`config.mk`:
```
export PLATFORM = sky130hd
export DESIGN_NAME = serial_sub_nbit
export DESIGN_NICKNAME = d
export VERILOG_FILES = /design/src/rtl/serial_sub_nbit.sv
export SDC_FILE = /design/constraint.sdc
export NUM_CORES = 1
export LEC_CHECK = 0
export CORE_ASPECT_RATIO = 1.2
export CORE_MARGIN = 1
export CORE_UTILIZATION = 35
export DETAILED_ROUTE_END_ITERATION = 8
export HOLD_SLACK_MARGIN = 0.02
export MAX_ROUTING_LAYER = met4
export SYNTH_ARGS = -nofsm -noshare
export SYNTH_HDL_FRONTEND = slang
export SYNTH_SLANG_ARGS = --single-unit
```
`constraint.sdc`:
```
create_clock -name clk -period 3.5 [get_ports clk]
set_clock_uncertainty 0.2 [all_clocks]
set_input_delay 0.7 -clock clk [delete_from_list [all_inputs] [get_ports clk]]
set_output_delay 0.7 -clock clk [all_outputs]
set_load 0.005 [all_outputs]
```
`src/rtl/serial_sub_nbit.sv`:
```
`timescale 1ns/1ps
// Bit-serial subtractor: diff = a - b - bin, one bit per clock, LSB first.
// Latency: WIDTH cycles from the accepting edge to the done pulse.
// Backpressure: start is ignored while busy; accepted in IDLE or on the done cycle.
module serial_sub_nbit #(
  parameter int WIDTH = 8
) (
  input  logic             clk,
  input  logic             rst_n,
  input  logic             start,
  input  logic [WIDTH-1:0] a,
  input  logic [WIDTH-1:0] b,
  input  logic             bin,
  output logic             busy,
  output logic             done,
  output logic [WIDTH-1:0] diff,
  output logic             bout
);

  localparam int CW = (WIDTH > 1) ? $clog2(WIDTH) : 1;

  typedef enum logic [1:0] {
    IDLE = 2'd0,
    RUN  = 2'd1,
    DONE = 2'd2
  } state_t;

  state_t           state;
  logic [WIDTH-1:0] a_sh;
  logic [WIDTH-1:0] b_sh;
  logic [WIDTH-1:0] r_sh;
  logic             br;
  logic [CW-1:0]    cnt;

  logic             a0;
  logic             b0;
  logic             d;
  logic             br_next;
  logic [WIDTH-1:0] r_next;
  logic             last;

  // One full-subtractor slice on the current LSBs and the carried borrow.
  always_comb begin
    a0      = a_sh[0];
    b0      = b_sh[0];
    d       = a0 ^ b0 ^ br;
    br_next = (~a0 & b0) | (~(a0 ^ b0) & br);
    r_next  = {d, r_sh[WIDTH-1:1]};
    last    = (cnt == CW'(WIDTH - 1));
  end

  // Control FSM with shift datapath; diff/bout are only written on the final slice.
  always_ff @(posedge clk or negedge rst_n) begin
    if (!rst_n) begin
      state <= IDLE;
      busy  <= 1'b0;
      done  <= 1'b0;
      diff  <= '0;
      bout  <= 1'b0;
      a_sh  <= '0;
      b_sh  <= '0;
      r_sh  <= '0;
      br    <= 1'b0;
      cnt   <= '0;
    end else begin
      case (state)
        IDLE, DONE: begin
          done <= 1'b0;
          if (start) begin
            a_sh  <= a;
            b_sh  <= b;
            br    <= bin;
            r_sh  <= '0;
            cnt   <= '0;
            busy  <= 1'b1;
            state <= RUN;
          end else begin
            busy  <= 1'b0;
            state <= IDLE;
          end
        end
        RUN: begin
          a_sh <= a_sh >> 1;
          b_sh <= b_sh >> 1;
          r_sh <= r_next;
          br   <= br_next;
          cnt  <= cnt + 1'b1;
          if (last) begin
            diff  <= r_next;
            bout  <= br_next;
            done  <= 1'b1;
            busy  <= 1'b0;
            state <= DONE;
          end
        end
        default: begin
          busy  <= 1'b0;
          done  <= 1'b0;
          state <= IDLE;
        end
      endcase
    end
  end

endmodule

```
==> impl_results.md, run 1 <==
* Worst-Margin Slew at 878 ps
* Setup TNS at 0 ps
* Die W at 68.6 um
* Status: completed
* Cells after Synth at 152
* Total congestion overflow at 0
* Wire length per cell at 14.7 um
* Core area at 5040 um2
* Multi-input logic area at 801 um2
* Port bufs at 30
* Synth area leader: dfrtp_1
* Async set-reset flop share out of synthesis at 100%
* R2r setup slk at 1580 ps
* Maximum buffer depth of the clock tree at 2
* Most common cell in the netlist: dfrtp_1
* DRT Pass-1 Iters at 3
* Via density per instance at 5.17
* Share of layout cells above drive strength 1 at 12.8%
* Clk_lat worst skew at 280 ps
* Max_cap viols at 0
* Min-Delay Path Class: register to register
* Ports at 31
* Gr usage total at 14.7%
* Unrepaired setup endpoints after global routing: no
* P per Cell Area at 821 nW/um2
* Final period util at 68.5%
* Startpoint Class: register
* H-tree levels at 2
* RePlAce Congestion at 0.817
* DR iter-0 viols at 54
* Initial antenna violation count at 0
* Pre-CTS setup slack at 1090 ps
* Final Hold Fails at 0
* Post_cts resized at 0
* Syn Area/Cell at 12.3 um2
* Die Ht at 82.0 um
* DIE AREA at 5620 um2
* CP endpoint kind: primary output
* Critical path type: register to primary output
* Cell Rows at 28
* Vias in the first global route at 1258
* Worst EP arrival at 1500 ps
* Peak supply drop at 257 uV
* NumNets Final at 204
* P_leak at 0.963 nW
* Root buf cell: clkbuf_8
* Setup Fix Bufs, Post-CTS at 0
* Number of synthesized flops with an enable pin at 0
* Layout Utilization at 44.7%
* Crit Path Max Fanout at 22
* FF+latch count, synth at 39
* Sequential element share of the synthesized area at 52.3%
* Routed Antenna Nets at 0
* Endpoints failing setup at 0
* Final Max Slew Viols at 0
* CTS tree: yes
* Inserted Clock Buffers at 5
* Vias at 1240
* Design area at 2260 um2
* Syn_nets at 175
* Largest net degree at the start of global routing at 40
* Setup ws final at 1100 ps
* Register area at 976 um2
* Ranking of synthesized cells by area: dfrtp_1 52%, mux2i_1 7.0%, mux2_4 5.6%
* Area Growth Syn to Fin at 21.1%
* Top FF cell, synth: dfrtp_1
* Post-Syn Area at 1860 um2
* Initial Util at 37.0%
* Fmax at 417 MHz
* CTS clk-pin slew, worst paths at 60 ps
* Yosys Warn Count at 0
* Ant diodes at 0
* Fill cells at 475
* Clk sink count at 39
* WP data required at 2600 ps
* Final worst path period need at 2400 ps
* Hold buffer count at cts at 0
* Finished Layout Cells at 240
* Placed Instances at 234
* Global-route wire length before repair at 5.91 mm
* Placed wire-length estimate at 2.33 mm
* Final wirelength at 3.52 mm
* Cell area after placement at 2180 um2
* Number of remaining DRC errors at 0
* Worst slew margin at 41.5%
* Synth cell count leaders: 39 x dfrtp_1, 13 x mux2i_1, 13 x nor2b_1, 12 x a211oi_1, 12 x a21oi_1
* Post-synth top area share at 52.3%
* Post-synth cell types at 29
## registers in the layout, summed over array words and instances (netlist names), 3 cells and up
| name | flops |
|---|---|
| a_sh | 8 |
| r_sh | 7 |
| b_sh | 8 |
| diff | 8 |
| cnt | 3 |
## critical path: stages (launching register included)
cell and delay, ps:
dfrtp_1 330, buf_4 310, clkdlybuf4s50_1 580
## routing by layer
metal | global-route usage, % | part of all wire [%] | vias up
li1 | - | - | 608
met1 | 17.8 | 46 | 597
met2 | 23.2 | 48 | 29
met3 | 4.86 | 4.7 | 6
met4 | 3.75 | 1.2 | 0
met5 | - | 0 | -
## path summary, 6_finish.rpt
path                          from  cells past startpoint       to
min in group asynchronous    rst_n                      1   cnt[0]
max                           done                      2     done
max in group asynchronous    rst_n                      1  diff[6]
max reg2reg                   done                      4  r_sh[3]
min                        b_sh[3]                      1  b_sh[3]
min reg2reg                b_sh[3]                      1  b_sh[3]
## power breakdown
part / leakage (nW) / switching [mW] / total (mW) / internal, mW
registers: 0.476 / 0.142 / 0.806 / 0.664
logic: 0.450 / 0.322 / 0.775 / 0.454
clock network: 0.0371 / 0.138 / 0.271 / 0.133
## logic make-up (layout without fill, tap and decap cells)
logic type / count (synthesis) / in the layout / synth area share [%]
AOI/OAI and AO/OA: 43 / 43 / 15.8
DFF: 39 / 39 / 52.3
and+or+nand+nor: 26 / 26 / 8.66
muxes: 25 / 25 / 15.6
buffers and inverters: 15 / 43 / 4.70
adders and majority gates: 3 / 3 / 2.42
xor gates and xnor gates: 1 / 1 / 0.470
## cell type report
type                       count  area share, %
clock buffer                   6           3.22
timing repair buffer          33           14.1
sequential                    39           43.2
multi-input combinational     98           35.5
inverter                       4          0.665
tap                           60           3.33
## cells in the final DEF (no fill, tap or decap), drive strengths merged, types with 6 or more instances in the layout
| master | n |
|---|---|
| a22o | 11 |
| mux2 | 12 |
| dfrtp | 39 |
| a21oi | 12 |
| nor2b | 13 |
| clkdlybuf4s50 | 29 |
| a211oi | 12 |
| clkbuf | 6 |
| mux2i | 13 |
## metrics by stage
stage	hold slack [ps]	total power, mW
after global placement	262	1.56
final	283	1.85
after floorplan	204	1.34
after global routing	296	2.01
after CTS	285	1.88
after detailed placement	270	1.60
Power figures use the tool's default switching activity.
==> run 2, diff against run 1 <==
clock period = 2 ns   (was 3.5 ns; I/O delays follow)
==> impl_results.md, run 2 (synthesis gave the netlist of run 1 again) <==
* Worst-Margin Slew at 760 ps (-118 ps)
* CP max-delay cell: clkdlybuf4s50_1
* Die W at 68.6 um (unchanged)
* Global-route wire length before repair at 5.72 mm (-3.3%)
* CTS tree: yes
* Status: completed
* DIE AREA at 5620 um2 (unchanged)
* Initial Util at 37.0% (unchanged)
* Wire length per cell at 14.0 um (-4.3%)
* NumNets Final at 208 (+2.0%)
* Critical Path, Cell by Cell: clkdlybuf4s50_1
* R2r setup slk at 150 ps (-1430 ps)
* Ant diodes at 0 (unchanged)
* Reg-to-Reg Start: cnt[0]
* Vias at 1245 (+0.40%)
* WP buf/inv at 1 (-1)
* Total congestion overflow at 0 (unchanged)
* Largest net degree at the start of global routing at 40 (unchanged)
* Gr usage total at 14.4% (-0.27 points)
* Clk pwr share at 19.8% (+5.2 points)
* Port bufs at 30 (unchanged)
* Commonest non-fill, non-tap cell in the layout: dfrtp_1
* Setup Fix Bufs, Post-CTS at 0 (unchanged)
* Worst EP arrival at 1260 ps (-240 ps)
* Startpoint Class: register
* RePlAce Congestion at 0.768 (-6.0%)
* CP endpoint kind: primary output
* Critical path's largest stage delay at 520 ps (-60 ps)
* Placed Instances at 237 (+1.3%)
* Register area at 977 um2 (+0.13%)
* Critical path type: register to primary output
* Fill cells at 468 (-1.5%)
* Fmax at 537 MHz
* Min-Delay Path Class: register to register
* Clk sink count at 39 (unchanged)
* NetSw at 1.08 mW (+79%)
* Die Ht at 82.0 um (unchanged)
* P_leak at 1.01 nW (+4.7%)
* Cell area after placement at 2220 um2 (+1.6%)
* Worst slew margin at 49.2% (+7.7 points)
* Total power after layout at 3.45 mW (+86%)
* DR iter-0 viols at 60 (+11%)
* Peak supply drop at 470 uV (+83%)
* Number of remaining DRC errors at 0 (unchanged)
* Endpoints failing setup at 0 (unchanged)
* Cell Rows at 28 (unchanged)
* Setup TNS at 0 ps (unchanged)
* Crit Path Max Fanout at 7 (-68%)
* Hold wc startpoint: b_sh[3]
* Via density per instance at 5.06 (-2.0%)
* WP data required at 1400 ps (-1200 ps)
* Unrepaired setup endpoints after global routing: no
* Multi-input logic area at 801 um2 (unchanged)
* CP delay by family, top: buffers and inverters
* DRT Pass-1 Iters at 4 (+1)
* Share of layout cells above drive strength 1 at 16.1% (+3.4 points)
* Cell count of the worst hold path at 1 (unchanged)
* Root buf cell: clkbuf_8
* Regs by FF count: a_sh (8), b_sh (8), diff (8)
* WHS at 288 ps (+5.20 ps)
* Final worst path period need at 1860 ps
* Final period util at 93.1%
* Seq pwr share at 40.9% (-2.6 points)
* CTS clk-pin slew, worst paths at 80 ps (+20 ps)
* Maximum buffer depth of the clock tree at 2 (unchanged)
* Max_cap viols at 0 (unchanged)
* Final wirelength at 3.45 mm (-1.9%)
* Inserted Clock Buffers at 5 (unchanged)
* Design area at 2350 um2 (+4.0%)
* Hold endpoint: b_sh[3]
* Initial antenna violation count at 0 (unchanged)
* Reg-to-reg endpoint: diff[1]
* Combinational power share at 39.4% (-2.5 points)
* Final Max Slew Viols at 0 (unchanged)
* Reg2reg path depth at 4 (unchanged)
* Clk_lat worst skew at 290 ps (about the same)
* P per Cell Area at 1470 nW/um2 (+79%)
* Final Hold Fails at 0 (unchanged)
* Switching share of total power at 31.2% (-1.3 points)
* Vias in the first global route at 1215 (-3.4%)
* P_int at 2.38 mW (+90%)
* Routed Antenna Nets at 0 (unchanged)
* Ports at 31 (unchanged)
* Area Growth Syn to Fin at 26.0%
* Finished Layout Cells at 246 (+2.5%)
* Placed wire-length estimate at 2.36 mm (+1.3%)
* Core area at 5040 um2 (unchanged)
* Most frequent cells in the layout: 38 x dfrtp_1, 29 x clkdlybuf4s50_1, 13 x mux2i_1, 13 x nor2b_1
* H-tree levels at 2 (unchanged)
==> run 2: cell types whose count changed in the layout (fill, tap and decap cells not counted) <==
cell,delta
clkbuf_8,+1
buf_4,+2
clkbuf_1,-1
dfrtp_2,+1
buf_12,+1
bufinv_16,+1
clkinv_2,+1
dfrtp_1,-1
dlygate4sd3_1,+1
==> run 2: worst max-delay path by stage <==
stage | start | cells past startpoint | slack, ps | end
final | done | 1 | 140 | done
after global routing | cnt[0] | 4 | 70 | diff[1]
after CTS | done | 1 | 40 | done
after detailed placement | start | 5 | 100 | a_sh[2]
after global placement | start | 4 | 130 | cnt[1]
after floorplan | cnt[0] | 5 | 350 | diff[0]
==> run 2: cell type report <==
| class | count | area share, % |
|---|---|---|
| tap | 60 | 3.20 |
| timing repair buffer | 37 | 15.5 |
| clock inverter | 2 | 1.49 |
| sequential | 39 | 41.6 |
| multi-input combinational | 98 | 34.1 |
| inverter | 4 | 0.639 |
| clock buffer | 6 | 3.52 |
==> run 2: routing by layer <==
metal  up-vias  global-route usage [%]  share of wire (%)
li1        615                       -                  -
met1       599                    18.1                 49
met2        29                    21.6                 46
met3         2                    4.72                4.4
met4         0                    5.00               0.58
met5         -                       -                  0
==> run 2: power by group through the flow <==
stage	sequential [mW]	combinational (mW)	clock [mW]
finish	1.41	1.36	0.683
global route	1.46	1.50	0.740
CTS	1.42	1.38	0.705
detailed placement	1.43	1.38	0
global placement	1.41	1.34	0
floorplan	1.37	0.981	0
==> run 2: per-stage QoR <==
step	util, %	setup slack [ps]
after floorplan	-	355
after global placement	44.0	126
after detailed placement	44.0	98.3
after CTS	46.5	44.6
after global routing	46.6	66.0
final	46.6	138
==> run 2: timing repair <==
action                                  CTS  global route
hold buffers                              1             0
gates resized for setup                   0             1
endpoints found under the setup margin    0             1
endpoints found under the hold margin    39             0
==> run 3, diff against run 2 <==
HOLD_SLACK_MARGIN = default   (was 0.02)
==> results of run 3 <==
Same layout as run 2: the final DEF is identical, and so are final timing and power.
